==> src/rtl/riscv_defs.sv <==
// Shared RISC-V datapath widths and instruction memory geometry.
package riscv_defs;
  localparam int NB_ADDR  = 32;
  localparam int NB_INSTR = 32;
  localparam int NB_BYTE  = 8;
  localparam int MEM_SIZE = 1024;  // instruction memory size in bytes
endpackage

==> src/rtl/imem_if.sv <==
// Instruction memory bus: the CPU drives the byte address, memory answers combinationally.
interface imem_if;
  import riscv_defs::*;

  logic [NB_ADDR-1:0]  imem_pc;
  logic [NB_INSTR-1:0] imem_instruction;

  modport memory (input imem_pc, output imem_instruction);
  modport cpu    (output imem_pc, input imem_instruction);
endinterface

==> src/rtl/fetch_fifo.sv <==
// Small prefetch buffer with wrapping pointers, occupancy count and synchronous flush.
module fetch_fifo #(
  parameter int WIDTH = 64,
  parameter int DEPTH = 2
) (
  input  logic             clk,
  input  logic             rst,
  input  logic             flush,
  input  logic             push,
  input  logic             pop,
  input  logic [WIDTH-1:0] din,
  output logic [WIDTH-1:0] dout,
  output logic             full,
  output logic             empty
);
  localparam int PTR_W = $clog2(DEPTH);
  localparam int CNT_W = PTR_W + 1;

  logic [WIDTH-1:0] mem_reg [DEPTH];
  logic [PTR_W-1:0] wr_ptr_reg;
  logic [PTR_W-1:0] rd_ptr_reg;
  logic [CNT_W-1:0] count_reg;
  logic             do_push;
  logic             do_pop;

  assign full    = (count_reg == CNT_W'(DEPTH));
  assign empty   = (count_reg == '0);
  assign do_pop  = pop && !empty;
  // A full buffer still accepts a push when the head leaves in the same cycle.
  assign do_push = push && (!full || do_pop);
  assign dout    = empty ? '0 : mem_reg[rd_ptr_reg];

  always_ff @(posedge clk) begin
    if (do_push) begin
      mem_reg[wr_ptr_reg] <= din;
    end
  end

  always_ff @(posedge clk) begin
    if (rst || flush) begin
      wr_ptr_reg <= '0;
      rd_ptr_reg <= '0;
      count_reg  <= '0;
    end else begin
      if (do_push) begin
        wr_ptr_reg <= wr_ptr_reg + PTR_W'(1);
      end
      if (do_pop) begin
        rd_ptr_reg <= rd_ptr_reg + PTR_W'(1);
      end
      case ({do_push, do_pop})
        2'b10:   count_reg <= count_reg + CNT_W'(1);
        2'b01:   count_reg <= count_reg - CNT_W'(1);
        default: count_reg <= count_reg;
      endcase
    end
  end
endmodule

==> src/rtl/fetch_ctrl.sv <==
// Instruction fetch front end: sequential PC, prefetch buffer toward decode, redirect handling.
module fetch_ctrl
  import riscv_defs::*;
#(
  parameter logic [NB_ADDR-1:0] RESET_PC   = 32'h0000_0000,
  parameter int                 FIFO_DEPTH = 2
) (
  input  logic                clk,
  input  logic                rst,
  imem_if.cpu                 IMEM_IF,
  input  logic                run,
  input  logic                redirect_valid,
  input  logic [NB_ADDR-1:0]  redirect_pc,
  output logic                instr_valid,
  input  logic                instr_ready,
  output logic [NB_INSTR-1:0] instr,
  output logic [NB_ADDR-1:0]  instr_pc,
  output logic                misalign_err,
  output logic [31:0]         fetch_count
);
  localparam int               ENTRY_W     = NB_ADDR + NB_INSTR;
  localparam int               INSTR_BYTES = NB_INSTR / NB_BYTE;
  localparam logic [NB_ADDR:0] MEM_LIMIT   = (NB_ADDR + 1)'(MEM_SIZE);

  logic [NB_ADDR-1:0] fetch_pc_reg;
  logic [NB_ADDR-1:0] fetch_pc_next;
  logic [NB_ADDR:0]   pc_plus;
  logic               misalign_err_reg;
  logic [31:0]        fetch_count_reg;
  logic [ENTRY_W-1:0] head;
  logic               fifo_full;
  logic               fifo_empty;
  logic               push;
  logic               pop;

  // A redirect owns the cycle: nothing enters or leaves the buffer alongside the flush.
  assign pop  = !fifo_empty && instr_ready && !redirect_valid;
  assign push = run && !misalign_err_reg && !redirect_valid && (!fifo_full || pop);

  assign pc_plus       = {1'b0, fetch_pc_reg} + (NB_ADDR + 1)'(INSTR_BYTES);
  assign fetch_pc_next = (pc_plus >= MEM_LIMIT) ? '0 : pc_plus[NB_ADDR-1:0];

  fetch_fifo #(
    .WIDTH (ENTRY_W),
    .DEPTH (FIFO_DEPTH)
  ) u_fifo (
    .clk   (clk),
    .rst   (rst),
    .flush (redirect_valid),
    .push  (push),
    .pop   (pop),
    .din   ({fetch_pc_reg, IMEM_IF.imem_instruction}),
    .dout  (head),
    .full  (fifo_full),
    .empty (fifo_empty)
  );

  always_ff @(posedge clk) begin
    if (rst) begin
      fetch_pc_reg     <= RESET_PC;
      misalign_err_reg <= 1'b0;
      fetch_count_reg  <= '0;
    end else if (redirect_valid) begin
      if (redirect_pc[1:0] == 2'b00) begin
        fetch_pc_reg     <= redirect_pc;
        misalign_err_reg <= 1'b0;
      end else begin
        misalign_err_reg <= 1'b1;
      end
    end else begin
      if (push) begin
        fetch_pc_reg <= fetch_pc_next;
      end
      if (pop) begin
        fetch_count_reg <= fetch_count_reg + 32'd1;
      end
    end
  end

  assign IMEM_IF.imem_pc   = fetch_pc_reg;
  assign instr_valid       = !fifo_empty;
  assign {instr_pc, instr} = head;
  assign misalign_err      = misalign_err_reg;
  assign fetch_count       = fetch_count_reg;
endmodule

==> src/flat_wrapper.sv <==
// flat-port wrapper written by rule: the top's interface ports become plain ports
module fetch_ctrl_flat import riscv_defs::*;
#(
  parameter logic [NB_ADDR-1:0] RESET_PC   = 32'h0000_0000,
  parameter int                 FIFO_DEPTH = 2
)
  (clk, rst, run, redirect_valid, redirect_pc, instr_valid, instr_ready, instr, instr_pc, misalign_err, fetch_count, IMEM_IF_imem_pc, IMEM_IF_imem_instruction);
  imem_if IMEM_IF_i ();
  input  logic clk;
  input  logic rst;
  input  logic run;
  input  logic redirect_valid;
  input  logic [NB_ADDR-1:0] redirect_pc;
  output logic instr_valid;
  input  logic instr_ready;
  output logic [NB_INSTR-1:0] instr;
  output logic [NB_ADDR-1:0] instr_pc;
  output logic misalign_err;
  output logic [31:0] fetch_count;
  output wire logic [$bits(IMEM_IF_i.imem_pc)-1:0] IMEM_IF_imem_pc;
  input wire logic [$bits(IMEM_IF_i.imem_instruction)-1:0] IMEM_IF_imem_instruction;
  assign IMEM_IF_imem_pc = IMEM_IF_i.imem_pc;
  assign IMEM_IF_i.imem_instruction = IMEM_IF_imem_instruction;
  fetch_ctrl #(.RESET_PC(RESET_PC), .FIFO_DEPTH(FIFO_DEPTH)) u_core (.clk(clk), .rst(rst), .IMEM_IF(IMEM_IF_i), .run(run), .redirect_valid(redirect_valid), .redirect_pc(redirect_pc), .instr_valid(instr_valid), .instr_ready(instr_ready), .instr(instr), .instr_pc(instr_pc), .misalign_err(misalign_err), .fetch_count(fetch_count));
endmodule
==> config.mk <==
export PLATFORM = sky130hd
export DESIGN_NAME = fetch_ctrl_flat
export DESIGN_NICKNAME = d
export VERILOG_FILES = /design/src/rtl/riscv_defs.sv /design/src/rtl/imem_if.sv /design/src/rtl/fetch_fifo.sv /design/src/rtl/fetch_ctrl.sv /design/src/flat_wrapper.sv
export SDC_FILE = /design/constraint.sdc
export NUM_CORES = 1
export LEC_CHECK = 0
export CORE_MARGIN = 2
export CORE_UTILIZATION = 50
export DETAILED_ROUTE_END_ITERATION = 10
export PLACE_DENSITY = 0.8
export RECOVER_POWER = 25
export REMOVE_ABC_BUFFERS = 1
export SYNTH_ARGS = -nofsm -noshare
export SYNTH_HDL_FRONTEND = slang
export SYNTH_HIERARCHICAL = 1
export SYNTH_SLANG_ARGS = --single-unit
==> constraint.sdc <==
create_clock -name clk -period 5.5 [get_ports clk]
set_clock_uncertainty 0.2 [all_clocks]
set_input_delay 0.55 -clock clk [delete_from_list [all_inputs] [get_ports clk]]
set_output_delay 0.55 -clock clk [all_outputs]
set_load 0.05 [all_outputs]
==> results of run 1 <==
==> cell families after synthesis <==
family,after synthesis,synth area share
AOI/OAI and AO/OA,75,0.0543
xor gates and xnor gates,40,0.0412
and+or+nand+nor,286,0.172
muxes,68,0.0806
DFF,198,0.617
adders and majority gates,2,0.00294
buffers and inverters,50,0.0324
==> how the worst min path moves through the flow <==
stage	startpoint	endpoint	slack, ns	depth (start not counted)
6_report	u_core/IMEM_IF.imem_pc[1]	u_core/IMEM_IF.imem_pc[1]	0.30	1
4_1_cts	u_core/IMEM_IF.imem_pc[1]	u_core/IMEM_IF.imem_pc[1]	0.30	1
5_1_grt	u_core/IMEM_IF.imem_pc[1]	u_core/IMEM_IF.imem_pc[1]	0.32	1
3_5_place_dp	u_core/IMEM_IF.imem_pc[1]	u_core/IMEM_IF.imem_pc[1]	0.30	1
2_1_floorplan	u_core/u_fifo/rd_ptr_reg	flop	0.27	2
3_3_place_gp	u_core/u_fifo/rd_ptr_reg	flop	0.28	2
==> layer usage <==
metal	wire length, um	GRT usage	up-vias
li1	-	-	2975
met1	8090	0.270	2938
met2	9210	0.361	206
met3	1770	0.0828	20
met4	216	0.0561	0
met5	0	0	-
==> where the power goes <==
part / switching (mW) / internal (mW) / total (mW)
logic: 0.142 / 0.0916 / 0.234
registers: 0.0201 / 1.61 / 1.63
clock network: 0.546 / 0.579 / 1.12
==> cells in the mapped netlist, drive strengths merged, types with 18 or more instances <==
library cell | number | share of area
a21oi | 34 | 0.020
buf | 20 | 0.019
xor2 | 20 | 0.021
nor3 | 19 | 0.012
o21ai | 18 | 0.011
xnor2 | 20 | 0.021
mux2i | 67 | 0.079
nand3 | 41 | 0.026
edfxtp | 128 | 0.45
nand4 | 18 | 0.019
dfxtp | 70 | 0.16
nor2 | 116 | 0.051
nand2 | 48 | 0.021
==> worst reg2reg max path, cell delays in order (launching register included) <==
cell	delay, ns
sky130_fd_sc_hd__dfxtp_1	0.49
sky130_fd_sc_hd__nor2_4	0.06
sky130_fd_sc_hd__buf_4	0.34
sky130_fd_sc_hd__nor3b_4	0.63
sky130_fd_sc_hd__nand4_2	0.31
sky130_fd_sc_hd__nor4_2	0.42
sky130_fd_sc_hd__and2_1	0.22
sky130_fd_sc_hd__nand2b_1	0.13
sky130_fd_sc_hd__nor3_1	0.21
sky130_fd_sc_hd__xnor2_1	0.15
sky130_fd_sc_hd__nor2_1	0.05
==> stage by stage <==
stage | worst slack, ns | hold slack [ns] | power, mW | area, sq um | cells
after floorplan | 0.304 | 0.272 | 1.78 | 8280 | 682
after global placement | 1.63 | 0.283 | 1.89 | 10600 | 1108
after detailed placement | 1.54 | 0.296 | 1.90 | 10600 | 1108
after CTS | 1.82 | 0.305 | 3.01 | 11200 | 1140
after global routing | 1.69 | 0.320 | 3.08 | 11200 | 1140
final | 1.85 | 0.304 | 2.99 | 11200 | 1140
==> cell type report <==
class,count,area share
flip-flops and latches,198,0.470
well taps,220,0.0247
clock inverters,15,0.00953
multi-input cells,471,0.270
repair buffers,206,0.183
clock buffers,17,0.0381
inverters,13,0.00437
==> PnR_summary.wiki, run 1 <==
{| class="wikitable"
! Metric !! Value
|-
| Setup fix buffers added after clock tree synthesis || 0
|-
| Slew at the pin closest to its max-slew limit || 0.936 ns
|-
| Number of buffers created by CTS || 17
|-
| Via count of the first global-routing pass || 6022
|-
| Clock sinks || 198
|-
| Tot GR Track Use || 0.218
|-
| CTS clk-pin slew, worst paths || 0.07 ns
|-
| Placer congestion estimate || 0.832
|-
| Netlist area before placement || 0.00851 sq mm
|-
| Cell area power density || 268 mW/mm^2
|-
| Buffer type at the clock tree root || sky130_fd_sc_hd__clkbuf_16
|-
| Count of different cell masters after synthesis || 56
|-
| Share of the clock period used by the worst path || 0.663
|-
| Detailed-route wire length per cell || 16.9 um
|-
| Iteration-0 DRC Markers || 413
|-
| Standby leakage power || 3.64 nW
|-
| DRT Pass-1 Iters || 7
|-
| Count of state elements after synthesis || 198
|-
| Wire length of the first global-routing pass || roughly 31000 um
|-
| Std-Cell Core Area || 0.0166 sq mm
|-
| Starting utilization of the core area || 0.513
|-
| Mean Syn Cell Area || 11.8 sq um
|-
| Critical setup path kind || flop to output pin
|-
| Flip-flop count of the largest register after layout || 128
|-
| Result of the run || completed
|-
| Timing-limited maximum frequency || 274 MHz
|-
| Horiz. Die Dim || 134 um
|-
| Area used by multi-input combinational logic || 0.00302 sq mm
|-
| Final-report setup violation count || 0
|-
| Maximum number of pins on one net before global-route repair || 68
|-
| Post_cts resized || 0
|-
| Sequential cell area || ~0.0052 sq mm
|-
| Worst endpoint required time || 4.75 ns
|-
| Clock tree from TritonCTS || yes
|-
| Capturing element type of the critical path || output pin
|-
| Number of placed I/O pins || 199
|-
| Arrival time reported for the critical path endpoint || 2.90 ns
|-
| Total vias in the final route || 6139
|-
| Hold_buf cts || 0
|-
| Most used cells in the layout excluding fill and tap cells || sky130_fd_sc_hd__clkdlybuf4s50_1, sky130_fd_sc_hd__edfxtp_1, sky130_fd_sc_hd__nor2_1
|-
| Antenna cells || 0
|-
| Fraction of the core area covered by cells at the end of the flow || 0.673
|-
| Placement row count || 47
|-
| Hold Path Class || flop to flop
|-
| Die area || 0.0181 sq mm
|-
| Reg-to-reg critical path startpoint || u_core/u_fifo/count_reg[1]
|-
| Max Buffers Root-to-Sink || 2
|-
| Number of antenna violations at the first check in global routing || 0
|-
| Slowest Stage Delay on Critical Path || 0.91 ns
|-
| Delay-heaviest family, CP || buffers and inverters
|-
| Element type at the critical path start || flop
|-
| Count of flip-flops with a built-in enable after synthesis || 128
|-
| Async set-reset flop share out of synthesis || 0
|-
| Ys Warns || 6
|-
| Rel. slew slack || 0.373
|-
| CP Max Fanout || 48
|-
| Final-layout setup total negative slack || 0 ns
|-
| Area growth from synthesis to final layout || 31.2%
|-
| Worst Setup EP || instr[18]
|-
| Number of nets at the end of the flow || approximately 980
|-
| Critical path cell sequence || buf_4, mux2i_1, nor2_1, clkdlybuf4s50_1
|-
| Overflow left after global routing || 0
|-
| Max-slew violations || 0
|-
| Clk Latency, worst-skew pair || 0.44 ns
|-
| Setup repair after global routing missed its margin || false
|-
| DP Wirelength || 12600 um
|-
| Levels on crit path || 4
|-
| Most common cell after layout, fill and taps aside || sky130_fd_sc_hd__clkdlybuf4s50_1
|-
| Detailed-route vias per instance || 5.39
|-
| Count of cells along the worst register-to-register path || 10
|-
| Critical-path cell with the highest stage delay || sky130_fd_sc_hd__dfxtp_4
|-
| Max IR drop VDD || 0.240 mV
|-
| Register-to-Register Setup Slack || 2.15 ns
|-
| Number of nets with antenna violations after detailed routing || 0
|-
| Count of buffering cells on the critical path with inverters included || 2
|-
| Layout cells sized above 1 || 0.0728
|-
| Primary FF master, synth || sky130_fd_sc_hd__edfxtp_1
|-
| Vertical die dimension || 134 um
|-
| Syn Inst Count || between 700 and 800
|-
| Fill cell count || between 1000 and 1500
|-
| Final Routed Wirelength || 19300 um
|-
| CTS HTree Levels || 4
|-
| Number of max-cap violations || 0
|-
| IO Port Bufs || 198
|-
| Minimum period implied by the final worst setup slack || about 3.6 ns
|-
| Total DRC errors in the routed layout || 0
|-
| Final count of hold timing violations || 0
|-
| Reg-to-Reg End || u_core/fetch_count[31]
|-
| Share of the yosys chip area belonging to registers || 0.617
|}
No activity file was read; power rests on OpenSTA's default activity.
==> run 2, diff against run 1 <==
CORE_UTILIZATION = 45   (was 50)
PLACE_DENSITY = 0.76   (was 0.8)
clock period = 3 ns   (was 5.5 ns; I/O delays follow)
==> PnR_summary.wiki, run 2 (synthesis results as in run 1) <==
{| class="wikitable"
! Metric !! Value
|-
| Result of the run || completed
|-
| Element type at the critical path start || flop
|-
| Rel. slew slack || 0.617
|-
| Clk pwr share || 0.394
|-
| Fraction of the core area covered by cells at the end of the flow || 0.619
|-
| Reg-to-reg critical path startpoint || u_core/IMEM_IF.imem_pc[9]
|-
| Buffer type at the clock tree root || sky130_fd_sc_hd__clkbuf_16
|-
| Minimum period implied by the final worst setup slack || 2.89 ns
|-
| Number of nets at the end of the flow || 1010
|-
| Smallest setup slack after layout || around 0.11 ns
|-
| Number of antenna violations at the first check in global routing || 0
|-
| Combinational group share of total power || 0.082
|-
| Share of the clock period used by the worst path || 0.963
|-
| Detailed-route vias per instance || 5.26
|-
| Clk Latency, worst-skew pair || 0.42 ns
|-
| Layout cells sized above 1 || 0.101
|-
| Final count of hold timing violations || 0
|-
| Count of buffering cells on the critical path with inverters included || 2
|-
| CTS clk-pin slew, worst paths || about 0.070 ns
|-
| Worst endpoint required time || between 2 and 3 ns
|-
| Total met3 wirelength after detailed routing || 1750 um
|-
| Number of placed I/O pins || 199
|-
| Detailed-route wire length per cell || 17.1 um
|-
| CP Max Fanout || 24
|-
| Flip-flop count of the largest register after layout || 128
|-
| Non-Filler Cell Area, Final || 0.0115 sq mm
|-
| Delay-heaviest family, CP || buffers and inverters
|-
| Levels on crit path || 4
|-
| Max-slew violations || 0
|-
| Number of buffers created by CTS || 17
|-
| Number of max-cap violations || 0
|-
| CTS HTree Levels || 4
|-
| Area growth from synthesis to final layout || 35.7%
|-
| Total DRC errors in the routed layout || 0
|-
| Starting utilization of the core area || 0.456
|-
| Maximum number of pins on one net before global-route repair || 51
|-
| DP Wirelength || 13900 um
|-
| Arrival time reported for the critical path endpoint || 2.39 ns
|-
| Sequential cell area || 0.00525 sq mm
|-
| Standby leakage power || 3.83 nW
|-
| Slew at the pin closest to its max-slew limit || 0.572 ns
|-
| Fill cell count || 1501
|-
| IO Port Bufs || 198
|-
| Clock tree from TritonCTS || yes
|-
| Most used cells in the layout excluding fill and tap cells || sky130_fd_sc_hd__clkdlybuf4s50_1, sky130_fd_sc_hd__edfxtp_1, sky130_fd_sc_hd__nor2_1
|-
| Switching pwr || 1.30 mW
|-
| Final-report setup violation count || 0
|-
| Most common cell after layout, fill and taps aside || sky130_fd_sc_hd__clkdlybuf4s50_1
|-
| Antenna cells || 0
|-
| Number of nets with antenna violations after detailed routing || 0
|-
| Cell Int Power || about 4.4 mW
|-
| Net switching fraction of the power || 0.229
|-
| Hold Path Class || primary input to flop
|-
| Filler-free cell count of the finished design || 1186
|-
| Reg-to-Reg End || u_core/IMEM_IF.imem_pc[8]
|-
| Placer congestion estimate || 0.840
|-
| Instance area at placement || ~0.011 sq mm
|-
| Final Routed Wirelength || 20300 um
|-
| Highest routing layer actually used || met4
|-
| Timing-limited maximum frequency || 346 MHz
|-
| Overflow left after global routing || 0
|-
| Cell area power density || 491 mW/mm^2
|-
| Iteration-0 DRC Markers || 370
|-
| Placement row count || 50
|-
| Wire length of the first global-routing pass || ~31000 um
|-
| Part of the power in registers || 0.524
|-
| DRT Pass-1 Iters || 5
|-
| Worst hold margin || between 0.1 and 0.15 ns
|-
| Slowest Stage Delay on Critical Path || 0.83 ns
|-
| Placement-stage worst setup slack || between 0.1 and 0.15 ns
|-
| Area used by multi-input combinational logic || roughly 0.003 sq mm
|-
| Critical setup path kind || flop to output pin
|-
| Worst Setup EP || instr[10]
|-
| Capturing element type of the critical path || output pin
|-
| Routed length on met1 || ~9000 um
|-
| Std-Cell Core Area || 0.0186 sq mm
|-
| Hold_buf cts || 0
|-
| Register-to-Register Setup Slack || 0.15 ns
|-
| Horiz. Die Dim || around 140 um
|-
| Critical-path cell with the highest stage delay || sky130_fd_sc_hd__clkdlybuf4s50_1
|-
| Max Buffers Root-to-Sink || 2
|-
| Tot GR Track Use || 0.200
|-
| Via count of the first global-routing pass || 5899
|-
| Critical path cell sequence || buf_12, mux2i_1, nor2_1, clkdlybuf4s50_1
|-
| Max IR drop VDD || 0.378 mV
|-
| Clock sinks || 198
|-
| Number of instances in the placed design || between 1000 and 1500
|-
| Count of cells along the worst register-to-register path || 8
|-
| Met2 Routed Length || just over 9000 um
|-
| Total vias in the final route || 6242
|-
| Vertical die dimension || approximately 140 um
|-
| Die area || approximately 0.02 sq mm
|}
-- run 2: cell count changes in the layout (fill, tap and decap cells not counted), sizes merged --
cell | before | now
buf | 9 | 29
bufinv | 0 | 2
clkbuf | 17 | 30
clkdlybuf4s50 | 167 | 165
clkinv | 5 | 4
clkinvlp | 6 | 4
dlygate4sd3 | 30 | 32
-- run 2: worst min-delay path by stage --
stage               cells past startpoint                 startpoint                    endpoint
finish                                  2                        rst      u_core/fetch_count[14]
global route                            2                        rst      u_core/fetch_count[12]
CTS                                     2                        rst   u_core/IMEM_IF.imem_pc[7]
detailed placement                      1  u_core/IMEM_IF.imem_pc[1]   u_core/IMEM_IF.imem_pc[1]
global placement                        1  u_core/IMEM_IF.imem_pc[1]   u_core/IMEM_IF.imem_pc[1]
floorplan                               1                        rst  u_core/IMEM_IF.imem_pc[10]
-- run 2: power by group through the flow --
| stage | registers (mW) | logic [mW] | clock network, mW |
|---|---|---|---|
| after floorplan | 3.08 | 0.179 | 0 |
| after global placement | 3.03 | 0.468 | 0 |
| after detailed placement | 3.03 | 0.475 | 0 |
| after CTS | 2.97 | 0.477 | 2.28 |
| after global routing | 2.97 | 0.498 | 2.37 |
| final | 2.97 | 0.467 | 2.23 |
-- run 2: layout make-up --
type | instances | share of cell area
Sequential cell | 198 | 0.455
Multi-Input combinational cell | 471 | 0.267
Timing Repair Buffer | 238 | 0.198
Clock buffer | 18 | 0.0372
Tap cell | 234 | 0.0254
Clock inverter | 14 | 0.0130
Inverter | 13 | 0.00423
-- run 2: per-stage QoR --
step | setup TNS, ns | power [mW]
after floorplan | -413.93 | 3.26
after global placement | 0 | 3.49
after detailed placement | 0 | 3.50
after CTS | 0 | 5.73
after global routing | -0.220 | 5.84
final | 0 | 5.67
-- run 2: metal layers --
layer,up-vias,global-route usage
met5,-,0
met4,0,0.0658
met3,27,0.0749
met2,223,0.322
met1,2940,0.251
li1,3052,-
-- run 2: repair_timing --
item | CTS | global route
setup endpoints to repair | 0 | 7
buffers inserted | 0 | 3
endpoints found under the hold margin | 0 | 0
gates resized for setup | 0 | 12
